==> src/rtl/host_cmd_master.sv <==
// host_cmd_master: frames host commands onto a UART byte link and collects replies.
// Optional response timeout enabled by defining HOST_CMD_TIMEOUT_EN.
`timescale 1ns/1ps
module host_cmd_master #(
  parameter int TIMEOUT_CYC = 4096
) (
  input  logic        CLK,
  input  logic        RST,
  input  logic        CMD_VLD,
  input  logic [1:0]  CMD_TYPE,
  input  logic [3:0]  CMD_ADDR,
  input  logic [7:0]  CMD_DATA,
  input  logic [7:0]  CMD_OPB,
  input  logic [3:0]  CMD_FUN,
  output logic        CMD_RDY,
  output logic [7:0]  TX_P_Data,
  output logic        TX_D_VLD,
  input  logic        Busy,
  input  logic [7:0]  RX_P_Data,
  input  logic        RX_D_VLD,
  output logic [15:0] RSP_DATA,
  output logic        RSP_VLD,
  output logic        RSP_TIMEOUT
);

  typedef enum logic [2:0] {
    IDLE, SEND, WAIT_BH, WAIT_BL, RSP_WAIT
  } state_t;

  typedef struct packed {
    logic [1:0] typ;
    logic [3:0] addr;
    logic [7:0] data;
    logic [7:0] opb;
    logic [3:0] fun;
  } cmd_t;

  state_t      state_q, state_d;
  cmd_t        cmd_q;
  logic [2:0]  idx_q, idx_d;
  logic        rcnt_q, rcnt_d;
  logic [7:0]  lo_q, lo_d;
  logic [15:0] rsp_q, rsp_d;
  logic        load;
  logic        tx_vld;
  logic        rsp_vld;
  logic [7:0]  tx_byte;
  logic [7:0]  frame_byte;
  logic [2:0]  last_idx;

`ifdef HOST_CMD_TIMEOUT_EN
  localparam logic [15:0] TMO_LAST = 16'(TIMEOUT_CYC - 1);
  logic [15:0] tmo_q, tmo_d;
  logic        rsp_tmo;
`endif

  // frame byte at the current index and index of the final byte
  always_comb begin
    frame_byte = 8'h00;
    last_idx   = 3'd1;
    unique case (cmd_q.typ)
      2'b00: begin
        last_idx = 3'd2;
        case (idx_q)
          3'd0:    frame_byte = 8'hAA;
          3'd1:    frame_byte = {4'h0, cmd_q.addr};
          default: frame_byte = cmd_q.data;
        endcase
      end
      2'b01: begin
        case (idx_q)
          3'd0:    frame_byte = 8'hBB;
          default: frame_byte = {4'h0, cmd_q.addr};
        endcase
      end
      2'b10: begin
        last_idx = 3'd3;
        case (idx_q)
          3'd0:    frame_byte = 8'hCC;
          3'd1:    frame_byte = cmd_q.data;
          3'd2:    frame_byte = cmd_q.opb;
          default: frame_byte = {4'h0, cmd_q.fun};
        endcase
      end
      default: begin
        case (idx_q)
          3'd0:    frame_byte = 8'hDD;
          default: frame_byte = {4'h0, cmd_q.fun};
        endcase
      end
    endcase
  end

  // next-state, strobes and response assembly
  always_comb begin
    state_d = state_q;
    idx_d   = idx_q;
    rcnt_d  = rcnt_q;
    lo_d    = lo_q;
    rsp_d   = rsp_q;
    load    = 1'b0;
    tx_vld  = 1'b0;
    tx_byte = 8'h00;
    rsp_vld = 1'b0;
`ifdef HOST_CMD_TIMEOUT_EN
    rsp_tmo = 1'b0;
`endif
    unique case (state_q)
      IDLE: begin
        if (CMD_VLD) begin
          load    = 1'b1;
          idx_d   = 3'd0;
          state_d = SEND;
        end
      end
      SEND: begin
        tx_byte = frame_byte;
        if (!Busy) begin
          tx_vld  = 1'b1;
          state_d = WAIT_BH;
        end
      end
      WAIT_BH: begin
        if (Busy) state_d = WAIT_BL;
      end
      WAIT_BL: begin
        if (!Busy) begin
          if (idx_q != last_idx) begin
            idx_d   = idx_q + 3'd1;
            state_d = SEND;
          end else if (cmd_q.typ == 2'b00) begin
            rsp_vld = 1'b1;
            rsp_d   = 16'h0000;
            state_d = IDLE;
          end else begin
            rcnt_d  = 1'b0;
            state_d = RSP_WAIT;
          end
        end
      end
      RSP_WAIT: begin
        if (RX_D_VLD) begin
          if (cmd_q.typ == 2'b01) begin
            rsp_vld = 1'b1;
            rsp_d   = {8'h00, RX_P_Data};
            state_d = IDLE;
          end else if (!rcnt_q) begin
            lo_d   = RX_P_Data;
            rcnt_d = 1'b1;
          end else begin
            rsp_vld = 1'b1;
            rsp_d   = {RX_P_Data, lo_q};
            state_d = IDLE;
          end
        end
`ifdef HOST_CMD_TIMEOUT_EN
        else if (tmo_q == TMO_LAST) begin
          rsp_tmo = 1'b1;
          state_d = IDLE;
        end
`endif
      end
      default: state_d = IDLE;
    endcase
  end

  // state, latched command and response registers
  always_ff @(posedge CLK or negedge RST) begin
    if (!RST) begin
      state_q <= IDLE;
      cmd_q   <= '0;
      idx_q   <= 3'd0;
      rcnt_q  <= 1'b0;
      lo_q    <= 8'h00;
      rsp_q   <= 16'h0000;
    end else begin
      state_q <= state_d;
      if (load) begin
        cmd_q <= {CMD_TYPE, CMD_ADDR, CMD_DATA, CMD_OPB, CMD_FUN};
      end
      idx_q  <= idx_d;
      rcnt_q <= rcnt_d;
      lo_q   <= lo_d;
      rsp_q  <= rsp_d;
    end
  end

`ifdef HOST_CMD_TIMEOUT_EN
  // idle-cycle counter, restarted on entry and on every reply byte
  always_comb begin
    tmo_d = tmo_q;
    if (state_q != RSP_WAIT) tmo_d = 16'h0000;
    else if (RX_D_VLD)       tmo_d = 16'h0000;
    else                     tmo_d = tmo_q + 16'h0001;
  end

  // timeout counter register
  always_ff @(posedge CLK or negedge RST) begin
    if (!RST) tmo_q <= 16'h0000;
    else      tmo_q <= tmo_d;
  end

  assign RSP_TIMEOUT = rsp_tmo;
`else
  assign RSP_TIMEOUT = 1'b0;
`endif

  assign CMD_RDY   = (state_q == IDLE);
  assign TX_D_VLD  = tx_vld;
  assign TX_P_Data = tx_byte;
  assign RSP_VLD   = rsp_vld;
  assign RSP_DATA  = rsp_vld ? rsp_d : rsp_q;

endmodule

==> config.mk <==
export PLATFORM = sky130hd
export DESIGN_NAME = host_cmd_master
export DESIGN_NICKNAME = d
export VERILOG_FILES = /design/src/rtl/host_cmd_master.sv
export SDC_FILE = /design/constraint.sdc
export NUM_CORES = 1
export LEC_CHECK = 0
export ABC_AREA = 1
export CAP_MARGIN = 20
export CORE_MARGIN = 2
export CORE_UTILIZATION = 52
export DETAILED_ROUTE_END_ITERATION = 12
export PLACE_DENSITY_LB_ADDON = 0.08
export SLEW_MARGIN = 0
export SYNTH_ARGS = -nofsm -noshare
export SYNTH_HDL_FRONTEND = slang
export SYNTH_SLANG_ARGS = --single-unit
==> constraint.sdc <==
create_clock -name CLK -period 2.1 [get_ports CLK]
set_clock_uncertainty 0.15 [all_clocks]
set_input_delay 0.42 -clock CLK [delete_from_list [all_inputs] [get_ports CLK]]
set_output_delay 0.42 -clock CLK [all_outputs]
set_load 0.05 [all_outputs]
Yosys cells after proc, flatten, opt, wreduce, memory -nomap -nowiden

Cells that the tools add are included.

Bits in writable memories: 0
Latch bits: 0
Memory bits (read-only): 0
Bits of input ports: 39
Output and inout port bits: 28
Memories: 0
Register bits: 57

Eq/ne operators: 19
Shift-type cells: 0
$add $sub $neg: 1
Multiplexer cells: 46
Reduce and logical (&&, ||, !) cells: 9
Magnitude comparators: 0
Divide/modulo/power cells: 0
Multipliers: 0
Bitwise gates (word level): 2

Operators by type and width:

| cell                                                                  | number |
|---|---|
| 16-bit two-way mux                                                    | 7 |
| 8-bit one-hot mux with 3 select lines                                 | 2 |
| 3-bit two-way mux                                                     | 12 |
| 16-bit one-hot mux with 2 select lines                                | 1 |
| 8-bit two-way mux                                                     | 3 |
| 2-bit != test, second input constant                                  | 9 |
| 8-bit one-hot mux with 2 select lines                                 | 1 |
| 1-bit two-way mux                                                     | 15 |
| 3-bit one-hot mux with 5 select lines                                 | 1 |
| 6-bit AND reduction                                                   | 2 |
| 3-bit by 2-bit equality test with 1-bit output, second input constant | 3 |
| 4-bit AND reduction                                                   | 2 |
| 3-bit by 1-bit equality test with 1-bit output, second input constant | 2 |
| 3-bit logical NOT                                                     | 2 |
| 3-bit one-hot mux with 2 select lines                                 | 1 |
| 1-bit one-hot mux with 2 select lines                                 | 2 |
| 2-bit one-hot mux with 2 select lines                                 | 1 |
| 2-bit nonzero test                                                    | 2 |
| 3-bit by 1-bit adder with 3-bit output, second input constant         | 1 |
| 3-bit equality test, second input constant                            | 1 |
| 3-bit != test                                                         | 1 |
| 3-bit != test, second input constant                                  | 1 |
| 2-bit by 1-bit equality test with 1-bit output, second input constant | 1 |
| 2-bit equality test, second input constant                            | 1 |
| 2 further kinds                                                       | 3 |

Longest topological paths before layout

Gate-level depths: netlist (run 1).

Word-level depth: 7
Gate-level depth with buffers: 10
Gate-level depth less buffers: 10

Worst setup path after synthesis (run 1)

Ideal clock, no wire load.

Path kind: reg2out
Start: reg state_q[1]
End: out RSP_DATA[3]
Data arrival time: 2.192 ns
Path buffers: 1
Required time: 1.530 ns
Path slack: -0.662 ns
Stages on the path, launching flop included: 9
Cell sequence: dfrtp_1 nor2_2 nand2_2 nor2_4 inv_2 nor2_2 inv_1 buf_6 o21ai_0

Word-level cells in the longest chain between the ends: 3
Elaborated cells on any way between the ends: 5
Classes of those cells: 2 x eq/ne; 3 x mux

RTL lines:

| element                                                                                                | line | text |
|---|---|---|
| start: declaration                                                                                     | 38   | `state_t state_q, state_d;` |
| start signal: assignment                                                                               | 177  | `state_q <= state_d;` |
| 3-bit equality test / 3-bit by 2-bit equality test with 1-bit output (equally long branches)           | 108  | `unique case (state_q)` |
| 16-bit one-hot mux with 2 select lines / 1-bit one-hot mux with 2 select lines (equally long branches) | 108  |  |
| 16-bit two-way mux (*)                                                                                 | 212  | `assign RSP_DATA = rsp_vld ? rsp_d : rsp_q;` |
| end: declaration                                                                                       | 21   | `output logic [15:0] RSP_DATA,` |

Mark *: on every way between the ends. The rest lies on a longest branch, timed or not.

Worst setup path in the final report (run 1)

Start: reg idx_q[0]
End: out TX_P_Data[2]

Word-level cells in the longest chain between the ends: 4
Elaborated cells on any way between the ends: 9
Classes of those cells: 2 x eq/ne; 6 x mux; 1 x reduce/logical

RTL lines:

| element                                                                      | line | text |
|---|---|---|
| start: declaration                                                           | 40   | `logic [2:0] idx_q, idx_d;` |
| start signal: assignment                                                     | 181  | `idx_q <= idx_d;` |
| 3-bit by 2-bit equality test with 1-bit output, or another cell as far along | 78   | `case (idx_q)` |
| 8-bit one-hot mux with 3 select lines, or another cell as far along          | 78   |  |
| 8-bit one-hot mux with 3 select lines (*)                                    | 61   | `unique case (cmd_q.typ)` |
| 8-bit two-way mux (*)                                                        | 108  |  |
| end: declaration                                                             | 16   | `output logic [7:0] TX_P_Data,` |

Marked as above.

==> results of run 1 <==
final cells by class:
class | count | area (µm²)
Multi-Input combinational cell | 294 | 2020
Timing Repair Buffer | 152 | 1720
Sequential cell | 57 | 1430
Fill cell | 169 | 312
Inverter | 40 | 159
Clock buffer | 11 | 141
Tap cell | 75 | 93.8
Clock inverter | 5 | 78.8
final timing paths:
path | from | to | slack, ns | cells past startpoint
worst max-delay path | idx_q[0] | TX_P_Data[2] | -0.68 | 11
worst min-delay path | cmd_q[8] | cmd_q[8] | 0.39 | 1
worst max register to register | cmd_q[25] | idx_q[2] | 0.07 | 11
worst min register to register | cmd_q[8] | cmd_q[8] | 0.39 | 1
max in group asynchronous | RST | lo_q[3] | 0.76 | 3
min in group asynchronous | RST | state_q[1] | 0.40 | 2
repair_timing:
action                                 in CTS  in global routing
hold buffers                                1                  0
pin swaps                                  21                 30
cloned                                      1                  1
setup buffers                              18                  9
gates resized for setup                    73                 37
endpoints found under the hold margin      17                  0
setup endpoints to repair                  26                 26
sequential cells by signal, indices dropped and copies added, names as in the netlist:
signal / count
rsp_q: 16
cmd_q: 26
idx_q: 3
rcnt_q: 1
lo_q: 8
state_q: 3
cells by family after synthesis:
group | after synthesis | share of synthesized area [%]
simple gates | 183 | 25.3
compound gates | 84 | 13.4
flops | 57 | 44.0
buf+inv | 54 | 8.07
mux | 21 | 7.30
fa+ha+maj | 4 | 1.55
other cells | 1 | 0.116
xor+xnor | 1 | 0.270
power groups by stage:
stage          sequential (mW)  combinational [mW]  clock [mW]
2_1_floorplan             1.83                2.95           0
3_3_place_gp              1.90                5.00           0
3_5_place_dp              1.93                5.16           0
4_1_cts                   1.94                5.81        1.16
5_1_grt                   2.09                6.85        1.25
6_report                  2.06                6.71        1.21
metal layers:
| metal | routed length (µm) | GRT usage, % | share of wire, % |
|---|---|---|---|
| met5 | 0 | 0 | 0 |
| met1 | 5330 | 46.9 | 31 |
| met4 | 1720 | 21.2 | 10 |
| met3 | 2320 | 10.4 | 14 |
| met2 | 7560 | 61.1 | 45 |
cell usage in the layout (no fill, tap or decap), types with 2 or more instances in the layout:
| cell | n |
|---|---|
| a21oi_1 | 7 |
| a21oi_2 | 4 |
| a21oi_4 | 3 |
| a31oi_4 | 2 |
| buf_12 | 31 |
| buf_4 | 63 |
| buf_6 | 17 |
| bufinv_16 | 2 |
| clkbuf_8 | 10 |
| clkdlybuf4s50_1 | 37 |
| clkinv_2 | 2 |
| dfrtp_1 | 55 |
| dfrtp_2 | 2 |
| ha_4 | 3 |
| inv_1 | 26 |
| inv_2 | 11 |
| inv_4 | 2 |
| mux2_2 | 21 |
| nand2_1 | 74 |
| nand2_2 | 22 |
| nand2_4 | 5 |
| nand3_1 | 18 |
| nand3_2 | 24 |
| nand3b_1 | 3 |
| nor2_1 | 14 |
| nor2_2 | 12 |
| nor2_4 | 10 |
| o211ai_1 | 3 |
| o21ai_0 | 41 |
| o21ai_1 | 5 |
| o21ai_2 | 15 |
| o21ai_4 | 3 |
==> reports/results.ini, run 1 <==
[outcome]
status = finished, violations left
violations = setup timing

[clock_tree]
path_clk_slew_ns = 0.07
cts_root_buf = clkbuf_8
cts_made_buffers = 9
clk_latency_ns = 0.37
clk_path_buf_depth = 2
h-tree-depth = 3
tritoncts = built
clock-sinks = 57

[route]
drtIter0Drc = 708
via_per_inst = 6.83
drtAntennaViolNets = 0
firstDrtPassIters = 7
drc = 0
vias = 4333
routed_wl_mm = 16.9
wl_per_cell_um = 26.7

[placed_design]
pre_cts_ws_ns = -0.305
port_buffers = 65
dp_hpwl_mm = 7.12
finalWeightedCongestion = 0.880
dpl.cell_count = 589
place_area_mm2 = 0.00476

[power_and_ir_drop]
p_sw_mw = 4.86
clock_power_share_pct = 12.1
power.density_mw_per_mm2 = 1770
switching_share_pct = 48.7
p_leak_nw = 2.58
peakVddDrop_uv = 1270
internal_power_mw = 5.12
power_frac_comb_pct = 67.2
power_mw = 9.98
p_seq_share_pct = 20.7

[timing]
whs_ns = 0.389
worst_slew_pin_slew_ns = 0.509
finalSetupViolCount = 26
worst_slack_ns = -0.677
hold_viol = 0
fmax_mhz = 360
fin_crit_sh_pct = 132
setup_tns_ns = -14.25
finalCriticalPeriod_ns = 2.78
final_max_slew_viol_count = 0
rsz0062_at_grt = true
slew-limit-headroom_pct = 66.1

[logic_synthesis]
ys_types = 27
synth_top_flop_cell = dfrtp_1
syn_nets = 448
netlist_area_mm2 = 0.00324
synth_warnings = 0
seq_area_frac_synth_pct = 44.0
yosys.area.top_type_share_pct = 44.0
synthCells = 405
ys_async_sr_fraction_pct = 100
synth.area.top_cells = dfrtp_1 44%, nand2_1 11%, o21ai_0 9.3%
yosys.area.top_type = dfrtp_1
synth_edf_count = 0
synth_top_cells_by_count = 97 x nand2_1, 60 x o21ai_0, 57 x dfrtp_1, 38 x nand3_1, 35 x inv_1
ys_ff_latch = 57
avgSynthCellArea_um2 = 8.00
yosysMostFrequentCell = nand2_1

[global_route]
grt_max_degree = 32
grt_pass1_wl_mm = 20.8
grt_pass1_vias = 3997
grt_util_all_layers_pct = 38.2
gr-total-overflow = 0
antenna_found_initial = 0

[worst_setup_path]
cpMostUsedCell = nor2_2
cp_top_family = simple AND/OR/NAND/NOR gates
crit_slowest_cell = dfrtp_1
worstSetupPathType = reg2out
startpoint_type = register
max_stage_delay_ns = 0.41
worstPathCellList = inv_2 > ha_4 > inv_2 > nor2_4 > nand2_1 > nand3_2 > nor2_2 > nor2_2 > nor2_2 > nor2_4 > buf_12
cp_num_buf_inv = 3
arrival_ns = 2.21
worstPathRequired_ns = 1.53
endpoint_kind = output port
worst-path-max-fanout = 6

[layout]
syn2layout_area_growth_pct = 74.2
stdcell_area_mm2 = 0.00564
layout-drive-gt1-share_pct = 48.3
fin_util_pct = 94.8
diodes = 0
nets = 597
final_cell_count_no_fill = 634

[floorplan]
io_pins = 67
start_util_pct = 54.4
dieWidth_um = 82.9
core_area_mm2 = 0.00596
fp.dieH_um = 82.9
dieArea_mm2 = 0.00688
rows = 28

[flow_run]
drv_cap = 0

[worst_hold_path]
hp-class = reg2reg

(Power assumes the default switching activity.)
==> inputs of run 2 (changes only) <==
--- a/config.mk
+++ b/config.mk
@@ -11,6 +11,7 @@
 export CORE_UTILIZATION = 52
 export DETAILED_ROUTE_END_ITERATION = 12
 export PLACE_DENSITY_LB_ADDON = 0.08
+export RECOVER_POWER = 100
 export SLEW_MARGIN = 0
 export SYNTH_ARGS = -nofsm -noshare
 export SYNTH_HDL_FRONTEND = slang
==> run 2 against run 1 <==
  * The flow still finishes with violations (setup timing)
  * Non-clock buffer count stayed put
  * Sequential power is essentially flat
  * Clock power about the same
  * Flip-flop and latch count is the same
  * Die area stayed put
  * Cell count is the same
  * Hold slack got worse by 0.00071 ns
  * First-iteration DRC count fell by 9.0%
  * Combinational power about the same
==> reports/results.ini, run 2 (synthesis results as in run 1) <==
[worst_setup_path]
worstPathRequired_ns = 1.53  ; about the same
reg2regPathDepth = 8  ; -3
arrival_ns = 2.21  ; about the same
worst-path-max-fanout = 17  ; +11
endpoint_kind = output port
worstSetupPathType = reg2out
startpoint_type = register

[layout]
fin_util_pct = 94.3  ; -0.48 points
fillers = 175  ; +3.6%
stdcell_area_mm2 = 0.00562  ; -0.51%
largest_reg_flops = 26  ; unchanged
layout-drive-gt1-share_pct = 47.8  ; -0.54 points
nets = 597  ; unchanged
syn2layout_area_growth_pct = 73.3
mostFrequentLayoutCells = 74 x nand2_1, 62 x buf_4, 55 x dfrtp_1, 41 x o21ai_0, 37 x clkdlybuf4s50_1
largest_register = cmd_q
ff_latch_area_mm2 = 0.00143  ; unchanged
top_regs = cmd_q x26, rsp_q x16, lo_q x8
multi_input_area_mm2 = 0.00202  ; -0.12%
layout_commonest_cell = nand2_1
diodes = 0  ; unchanged

[route]
route.top_layer_used = met4
dr_wl_met3_mm = 2.28  ; -1.6%
vias = 4308  ; -0.58%
wl_met1_mm = 5.43  ; +1.9%
drtAntennaViolNets = 0  ; unchanged
firstDrtPassIters = 6  ; -1
route.met2.wl_mm = 7.53  ; -0.34%
wl_per_cell_um = 26.8  ; +0.30%
routed_wl_mm = 17.0  ; +0.30%
via_per_inst = 6.79  ; -0.58%
drtIter0Drc = 644  ; -9.0%
drc = 0  ; unchanged

[timing]
fmax_mhz = 360  ; about the same
rsz0062_at_grt = true
slew-limit-headroom_pct = 22.0  ; -44 points
worst_slew_pin_slew_ns = 1.17  ; +0.661 ns
worst_slack_ns = -0.677  ; +0.000423 ns
finalSetupViolCount = 49  ; +88%
finalCriticalPeriod_ns = 2.78  ; -0.000423 ns
fin_crit_sh_pct = 132  ; about the same
final_max_slew_viol_count = 0  ; unchanged
hold_viol = 0  ; unchanged

[clock_tree]
cts_made_buffers = 9  ; unchanged
tritoncts = built
clock-sinks = 57  ; unchanged
path_clk_slew_ns = 0.08  ; about the same
h-tree-depth = 3  ; unchanged
cts_root_buf = clkbuf_8
clk_path_buf_depth = 2  ; unchanged
clk_latency_ns = 0.36  ; about the same

[power_and_ir_drop]
switching_share_pct = 48.9  ; +0.15 points
p_sw_mw = 4.86  ; about the same
clock_power_share_pct = 12.2  ; about the same
power.density_mw_per_mm2 = 1770  ; +0.23%
power_frac_comb_pct = 67.1  ; about the same
p_seq_share_pct = 20.7  ; about the same
peakVddDrop_uv = 1280  ; +0.15%
internal_power_mw = 5.09  ; -0.57%
power_mw = 9.95  ; -0.28%
p_leak_nw = 2.56  ; -0.48%

[placed_design]
dp_hpwl_mm = 7.12  ; unchanged
place_area_mm2 = 0.00476  ; unchanged
finalWeightedCongestion = 0.880  ; unchanged
port_buffers = 65  ; unchanged
pre_cts_ws_ns = -0.305  ; unchanged

[floorplan]
dieArea_mm2 = 0.00688  ; unchanged
start_util_pct = 54.4  ; unchanged
rows = 28  ; unchanged
io_pins = 67  ; unchanged
core_area_mm2 = 0.00596  ; unchanged
fp.dieH_um = 82.9  ; unchanged
dieWidth_um = 82.9  ; unchanged

[outcome]
status = finished, violations left
violations = setup timing

[flow_run]
drv_cap = 0  ; unchanged

[global_route]
grt_pass1_wl_mm = 20.8  ; unchanged
gr-total-overflow = 0  ; unchanged
grt_max_degree = 32  ; unchanged
grt_pass1_vias = 3997  ; unchanged
antenna_found_initial = 0  ; unchanged
grt_util_all_layers_pct = 38.2  ; unchanged

[worst_hold_path]
hold_depth = 1  ; unchanged
hp-class = reg2reg

## run 2: area by class of cell
| type | count | share of cell area, % |
|---|---|---|
| clock inverter | 5 | 1.40 |
| multi-input combinational | 294 | 35.9 |
| sequential | 57 | 25.4 |
| tap | 75 | 1.67 |
| clock buffer | 11 | 2.52 |
| inverter | 40 | 2.83 |
| timing repair buffer | 152 | 30.2 |
## run 2: power by group through the flow
stage	clock network, mW	registers [mW]	logic (mW)
global route	1.25	2.08	6.82
CTS	1.16	1.94	5.81
global placement	0	1.90	5.00
floorplan	0	1.83	2.95
finish	1.21	2.06	6.68
detailed placement	0	1.93	5.16
## run 2: timing repair
item,4_1_cts,5_1_grt
pin swaps,21,30
setup buffers,18,9
setup endpoints to repair,26,26
hold buffers,1,0
hold endpoints to repair,17,0
gates resized for setup,73,37
cloned,1,1
## run 2: metal layers
| layer | track usage [%] | vias to the layer above |
|---|---|---|
| met5 | 0 | - |
| met3 | 10.4 | 188 |
| met1 | 46.9 | 1979 |
| met4 | 21.2 | 0 |
| met2 | 61.1 | 499 |
| li1 | - | 1642 |
## run 2: critical path, stage by stage (launching register included)
cell and delay, ns:
dfrtp_1 0.42, inv_1 0.10, nor2_2 0.16, inv_2 0.16, nand2_1 0.21, o21ai_0 0.23
buf_4 0.21, o21ai_2 0.19, buf_12 0.17
## run 2: through the flow
step	std cells	hold slack, ns	setup TNS, ns
2_1_floorplan	405	-0.0256	-0.662
6_report	634	0.388	-15.24
3_3_place_gp	589	0.251	-4.05
5_1_grt	634	0.404	-17.83
3_5_place_dp	589	0.258	-5.08
4_1_cts	625	0.372	-9.71
## run 2: final timing paths
| path | start | slack [ns] | end |
|---|---|---|---|
| hold reg to reg | cmd_q[7] | 0.39 | cmd_q[7] |
| setup reg to reg | state_q[0] | -0.08 | cmd_q[0] |
| max in group asynchronous | RST | 0.10 | cmd_q[25] |
| hold / removal | cmd_q[7] | 0.39 | cmd_q[7] |
| min in group asynchronous | RST | 0.66 | state_q[1] |
| setup / recovery | cmd_q[24] | -0.68 | RSP_DATA[6] |
